## config.mk

```make
export PLATFORM = sky130hd
export DESIGN_NAME = bcrypt_core_rx
export DESIGN_NICKNAME = d
export VERILOG_FILES = /design/src/rtl/bcrypt_core_rx_pkg.sv /design/src/rtl/bcrypt_core_rx_byte_deser.sv /design/src/rtl/bcrypt_core_rx.sv
export SDC_FILE = /design/constraint.sdc
export NUM_CORES = 1
export LEC_CHECK = 0
export CAP_MARGIN = 10
export CORE_MARGIN = 4
export CORE_UTILIZATION = 40
export CTS_BUF_LIST = sky130_fd_sc_hd__clkbuf_8
export CTS_CLUSTER_DIAMETER = 150
export CTS_CLUSTER_SIZE = 20
export DETAILED_ROUTE_END_ITERATION = 16
export GPL_TIMING_DRIVEN = 0
export PLACE_DENSITY = 0.63
export SYNTH_ARGS = -nofsm -noshare
export SYNTH_HDL_FRONTEND = slang
export SYNTH_SLANG_ARGS = --single-unit
```

## constraint.sdc

```tcl
create_clock -name i_clk -period 8 [get_ports i_clk]
set_input_delay 0.8 -clock i_clk [delete_from_list [all_inputs] [get_ports i_clk]]
set_output_delay 0.8 -clock i_clk [all_outputs]
set_load 0.005 [all_outputs]
```

## src/rtl/bcrypt_core_rx_pkg.sv

```systemverilog
// Shared bus definitions for the arbiter-to-core batch link: ctrl codes,
// receiver states and transfer word counts used by both ends of the link.
package bcrypt_core_rx_pkg;

    typedef enum logic [1:0] {
        CTRL_NONE       = 2'd0,
        CTRL_INIT_START = 2'd1,
        CTRL_DATA_START = 2'd2,
        CTRL_END        = 2'd3
    } ctrl_e;

    typedef enum logic [2:0] {
        ST_IDLE      = 3'd0,
        ST_RX_P      = 3'd1,
        ST_RX_S      = 3'd2,
        ST_RX_DATA   = 3'd3,
        ST_DONE_INIT = 3'd4,
        ST_DONE_DATA = 3'd5
    } state_e;

    localparam int INIT_P_WORDS_DEF = 30;
    localparam int S_WORDS_DEF      = 1024;
    localparam int DATA_WORDS_DEF   = 31;
    localparam int DATA_P_BASE_DEF  = 32;

    localparam int WORD_CNT_W = 11;
    localparam int ADDR_W     = 10;
    localparam int BYTE_CNT_W = 2;

    function automatic logic is_start(input logic [1:0] code);
        return (code == CTRL_INIT_START) || (code == CTRL_DATA_START);
    endfunction

endpackage

```

## src/rtl/bcrypt_core_rx_byte_deser.sv

```systemverilog
// Four-byte little-endian deserializer: byte k of a word lands in bits
// [8k+7:8k]; o_word_done flags the cycle carrying the fourth byte.
module bcrypt_core_rx_byte_deser
    import bcrypt_core_rx_pkg::*;
(
    input  logic        i_clk,
    input  logic        i_rst,
    input  logic        i_clr,
    input  logic        i_valid,
    input  logic [7:0]  i_byte,
    output logic [31:0] o_word,
    output logic        o_word_done
);

    logic [23:0]           r_shift;
    logic [BYTE_CNT_W-1:0] r_byte_cnt;

    always_ff @(posedge i_clk or posedge i_rst) begin
        if (i_rst) begin
            r_shift    <= '0;
            r_byte_cnt <= '0;
        end else if (i_clr) begin
            r_byte_cnt <= '0;
        end else if (i_valid) begin
            r_shift    <= {i_byte, r_shift[23:8]};
            r_byte_cnt <= r_byte_cnt + 1'b1;
        end
    end

    // The fourth byte is taken straight from the bus so the word is whole in its own cycle
    assign o_word      = {i_byte, r_shift};
    assign o_word_done = i_valid && (r_byte_cnt == '1);

endmodule

```

## src/rtl/bcrypt_core_rx.sv

```systemverilog
// Core-side batch bus receiver: assembles words, routes them to the P-region or
// S-box write port and reports init/data completion and protocol errors.
module bcrypt_core_rx
    import bcrypt_core_rx_pkg::*;
#(
    parameter int INIT_P_WORDS = INIT_P_WORDS_DEF,
    parameter int S_WORDS      = S_WORDS_DEF,
    parameter int DATA_WORDS   = DATA_WORDS_DEF,
    parameter int DATA_P_BASE  = DATA_P_BASE_DEF
) (
    input  logic              i_clk,
    input  logic              i_reset,
    input  logic [7:0]        i_din,
    input  logic [1:0]        i_ctrl,
    input  logic              i_data_ack,
    output logic              o_wr_en,
    output logic              o_wr_sel,
    output logic [ADDR_W-1:0] o_wr_addr,
    output logic [31:0]       o_wr_data,
    output logic              o_init_loaded,
    output logic              o_data_ready,
    output logic              o_busy,
    output logic [2:0]        o_error
);

    state_e                r_state;
    logic [WORD_CNT_W-1:0] r_word_cnt;
    logic                  r_wr_en;
    logic                  r_wr_sel;
    logic [ADDR_W-1:0]     r_wr_addr;
    logic [31:0]           r_wr_data;
    logic                  r_init_loaded;
    logic                  r_data_ready;
    logic                  r_busy;
    logic [2:0]            r_error;

    ctrl_e                 w_ctrl;
    logic                  w_in_rx;
    logic                  w_start;
    logic                  w_end;
    logic                  w_word_done;
    logic                  w_at_last;
    logic [31:0]           w_word;
    logic [WORD_CNT_W-1:0] w_last_idx;
    logic                  w_wr_sel;
    logic [ADDR_W-1:0]     w_wr_addr;

    assign w_ctrl  = ctrl_e'(i_ctrl);
    assign w_start = is_start(i_ctrl);
    assign w_end   = (w_ctrl == CTRL_END);
    assign w_in_rx = r_state inside {ST_RX_P, ST_RX_S, ST_RX_DATA};

    bcrypt_core_rx_byte_deser u_deser (
        .i_clk       (i_clk),
        .i_rst       (i_reset),
        .i_clr       (!w_in_rx || w_start),
        .i_valid     (w_in_rx && !w_start),
        .i_byte      (i_din),
        .o_word      (w_word),
        .o_word_done (w_word_done)
    );

    always_comb begin
        w_last_idx = WORD_CNT_W'(INIT_P_WORDS - 1);
        w_wr_sel   = 1'b0;
        w_wr_addr  = r_word_cnt[ADDR_W-1:0];
        if (r_state == ST_RX_S) begin
            w_last_idx = WORD_CNT_W'(S_WORDS - 1);
            w_wr_sel   = 1'b1;
        end else if (r_state == ST_RX_DATA) begin
            w_last_idx = WORD_CNT_W'(DATA_WORDS - 1);
            w_wr_addr  = ADDR_W'(DATA_P_BASE) + r_word_cnt[ADDR_W-1:0];
        end
    end

    assign w_at_last = (r_word_cnt == w_last_idx);

    always_ff @(posedge i_clk or posedge i_reset) begin
        if (i_reset) begin
            r_state       <= ST_IDLE;
            r_word_cnt    <= '0;
            r_wr_en       <= 1'b0;
            r_wr_sel      <= 1'b0;
            r_wr_addr     <= '0;
            r_wr_data     <= '0;
            r_init_loaded <= 1'b0;
            r_data_ready  <= 1'b0;
            r_busy        <= 1'b0;
            r_error       <= '0;
        end else begin
            r_wr_en <= 1'b0;
            // A completion landing in the same cycle as an ack keeps data_ready set
            if (i_data_ack && r_state != ST_DONE_DATA) begin
                r_data_ready <= 1'b0;
            end

            if (w_start) begin
                if (w_in_rx) begin
                    r_error[0] <= 1'b1;
                end
                r_word_cnt <= '0;
                if (w_ctrl == CTRL_INIT_START) begin
                    r_state       <= ST_RX_P;
                    r_init_loaded <= 1'b0;
                    r_busy        <= 1'b1;
                end else if (r_init_loaded && !r_data_ready) begin
                    r_state <= ST_RX_DATA;
                    r_busy  <= 1'b1;
                end else begin
                    r_state    <= ST_IDLE;
                    r_busy     <= 1'b0;
                    r_error[2] <= 1'b1;
                end
            end else begin
                case (r_state)
                    ST_IDLE, ST_DONE_INIT, ST_DONE_DATA: begin
                        if (w_end) begin
                            r_error[1] <= 1'b1;
                        end
                        r_state <= ST_IDLE;
                    end
                    ST_RX_P: begin
                        if (w_end) begin
                            r_state    <= ST_IDLE;
                            r_busy     <= 1'b0;
                            r_word_cnt <= '0;
                            r_error[1] <= 1'b1;
                        end else if (w_word_done) begin
                            r_wr_en    <= 1'b1;
                            r_wr_sel   <= w_wr_sel;
                            r_wr_addr  <= w_wr_addr;
                            r_wr_data  <= w_word;
                            r_word_cnt <= w_at_last ? '0 : r_word_cnt + 1'b1;
                            if (w_at_last) begin
                                r_state <= ST_RX_S;
                            end
                        end
                    end
                    ST_RX_S, ST_RX_DATA: begin
                        if (w_end && w_word_done && w_at_last) begin
                            r_wr_en    <= 1'b1;
                            r_wr_sel   <= w_wr_sel;
                            r_wr_addr  <= w_wr_addr;
                            r_wr_data  <= w_word;
                            r_word_cnt <= '0;
                            r_busy     <= 1'b0;
                            if (r_state == ST_RX_S) begin
                                r_state       <= ST_DONE_INIT;
                                r_init_loaded <= 1'b1;
                            end else begin
                                r_state      <= ST_DONE_DATA;
                                r_data_ready <= 1'b1;
                            end
                        end else if (w_end || (w_word_done && w_at_last)) begin
                            // Short transfer, or the last word arrived without END: drop it
                            r_state    <= ST_IDLE;
                            r_busy     <= 1'b0;
                            r_word_cnt <= '0;
                            r_error[1] <= 1'b1;
                        end else if (w_word_done) begin
                            r_wr_en    <= 1'b1;
                            r_wr_sel   <= w_wr_sel;
                            r_wr_addr  <= w_wr_addr;
                            r_wr_data  <= w_word;
                            r_word_cnt <= r_word_cnt + 1'b1;
                        end
                    end
                    default: begin
                        r_state <= ST_IDLE;
                        r_busy  <= 1'b0;
                    end
                endcase
            end
        end
    end

    assign o_wr_en       = r_wr_en;
    assign o_wr_sel      = r_wr_sel;
    assign o_wr_addr     = r_wr_addr;
    assign o_wr_data     = r_wr_data;
    assign o_init_loaded = r_init_loaded;
    assign o_data_ready  = r_data_ready;
    assign o_busy        = r_busy;
    assign o_error       = r_error;

endmodule

```

==> out/metrics.cfg <==
[outcome]
status=complete, no violations

[placement]
place_area_um2=4969
placedCellCount=538
hpwl_um=6354
place_ws_ps=3901
gp_congestion=0.8612
port_buffers=62

[synth]
synth-seq-cells=90
yosys.area.top_type=dfrtp_1
syn_area_um2=4151
synth_top_area_share_pct=54.25
avgSynthCellArea_um2=12.14
syn-num-nets=361
ys_seq_area_share_pct=54.25
synth_common_cells=90 x dfrtp_1, 37 x mux2_1, 29 x mux2_2, 29 x nand2_1, 16 x nor2_1
synth.distinct_cells=46
synth_most_common_cell=dfrtp_1
synth_edf_count=0
synth-async-reset-ratio_pct=100.0
yosysWarnings=0
postSynthCellCount=342
ys_top_cells_by_area=dfrtp_1 54%, mux2_1 10%, mux2_2 7.9%
ys.flop_type=dfrtp_1

[grt]
antenna_found_initial=0
groute.usage.overall_pct=15.42
grt_max_degree=67
grt_pass1_vias=2969
grt_pass1_wl_um=14580
grt_overflow_total=0

[setup_path]
reg2reg_from=r_state[0]
end_kind=register
reg2regPathDepth=7
crit_family=simple AND/OR/NAND/NOR gates
critical_path_class=input pin to register
path_max_fanout=10
start_kind=input pin
startpoint=i_ctrl[0]
path_buf_inv=3
cp_cell_sequence=clkdlybuf4s50_1, inv_1, ha_1, nor3_1, nand2_1, mux2i_4, buf_6, mux2_2
critical_path.max_stage_delay_ps=960
cp_slowest_cell=nor3_1
critical_path_depth=8
arrival_ps=3900
worst_ep_required_time_ps=8240

[floorplan]
start_util_pct=41.70
row_count=36
coreArea_um2=9955
die_x_um=109.9
die_h_um=109.9
fp.dieArea_um2=12070
pin_count=63

[route]
viasPerCell=5.190
num_vias=2875
antenna_left=0
drt_pass1_iterations=4
wl_per_cell_um=15.63
drt_iter0_drc=147
routed_wl_um=8658
drc=0

[final_layout]
multi_input_area_um2=1769
stdcell_area_um2=5162
drive_gt1_share_pct=14.25
nets=435
final_cell_count_no_fill=554
fin_util_pct=51.86
ff_latch_area_um2=2252
area_delta_synth_final_pct=24.35
diodes=0
fill_cells=926

[sta]
slew_viol_final=0
setup_slack_ps=4339
max_freq_mhz=273.1
worst_slew_pin_slew_ps=1197
whs_ps=445.0
slew_headroom_pct=19.58
rsz0062_at_grt=no
finClkSkew_ps=10.54
hold_viol_final=0
tns_ps=0
fin_crit_sh_pct=45.77
setup_viol=0
fin_crit_ps=3661

[cts]
cts_num_sinks=90
cts_setup_buffers=0
ctsResizeCount=0
cts_max_level=3
cts_hold_buf=0
max-clock-path-buffers=2
root_buffer=clkbuf_8
cts_tree=built
clk_latency_ps=350
cts_buffers=9
path_clk_slew_ps=90

[hold_path]
min_path_cells=1
hold_start=u_deser.r_byte_cnt[0]
hold_path.class=register to register

[power_and_ir_drop]
power_density_nw_per_um2=215.7
power.total_mw=1.114
cellLeakagePower_nw=2.277
irDropWorstVdd_v=0.00009384

[job]
drv_cap=0

-- worst paths after layout --
kind / to / slack [ps]
worst min register to register: u_deser.r_byte_cnt[0] / 450
worst min-delay path: u_deser.r_byte_cnt[0] / 450
worst max register to register: register / 5020
worst max-delay path: register / 4340
min in group asynchronous: r_word_cnt[2] / 770
max in group asynchronous: u_deser.r_shift[3] / 6620
-- worst register-to-register path: stages, from the launching register on --
cell and delay [ps]:
dfrtp_1 410, buf_2 220, nor2_1 110, nor3_1 920
nand2_1 260, mux2i_4 400, buf_6 220, mux2_2 340
-- power by group --
part | switching [mW] | leakage (nW) | internal [mW]
clock network | 0.171 | 0.0973 | 0.129
logic | 0.101 | 0.993 | 0.103
registers | 0.0729 | 1.19 | 0.537
-- placed cells by master, fill, tap and decap left out, drive strengths merged, types with 2 or more instances in the layout --
cell,n
a21oi,5
a31oi,3
and2,2
buf,7
clkbuf,22
clkdlybuf4s50,62
dfrtp,90
ha,6
inv,12
mux2,66
mux2i,4
nand2,29
nand2b,5
nand3,15
nand4b,2
nor2,16
nor2b,6
nor3,4
nor3b,2
nor4b,3
o2111ai,8
o211ai,4
o21a,3
o21ai,9
o21bai,2
o22ai,2
or2,3
or3,5
or4,7
xnor2,3
-- layer usage --
metal	share of wire (%)	up-vias	global-route usage [%]	wire, um
met5	0	-	0	0
met4	1.3	0	5.788	113
met3	4.2	9	3.053	366
met2	45	64	22.79	3922
met1	49	1424	22.33	4256
li1	-	1378	-	-
-- area by class of cell --
class	instances	share of cell area [%]
plain buffers	18	1.939
repair buffers	63	12.55
well taps	133	3.223
clock buffers	10	2.666
flip-flops and latches	90	43.63
clock inverters	6	1.091
multi-input cells	226	34.27
inverters	8	0.6302
-- cells by family (layout without fill, tap and decap cells) --
group           count (synthesis)  in the layout  share of synthesized area (%)
flops                          90             90                          54.25
fa+ha+maj                       6              6                          1.808
xor+xnor                        4              4                         0.8440
simple gates                  104            104                          13.20
compound gates                 42             42                          7.595
mux                            70             70                          19.17
buf+inv                        26            105                          3.134
(Power assumes the default switching activity.)
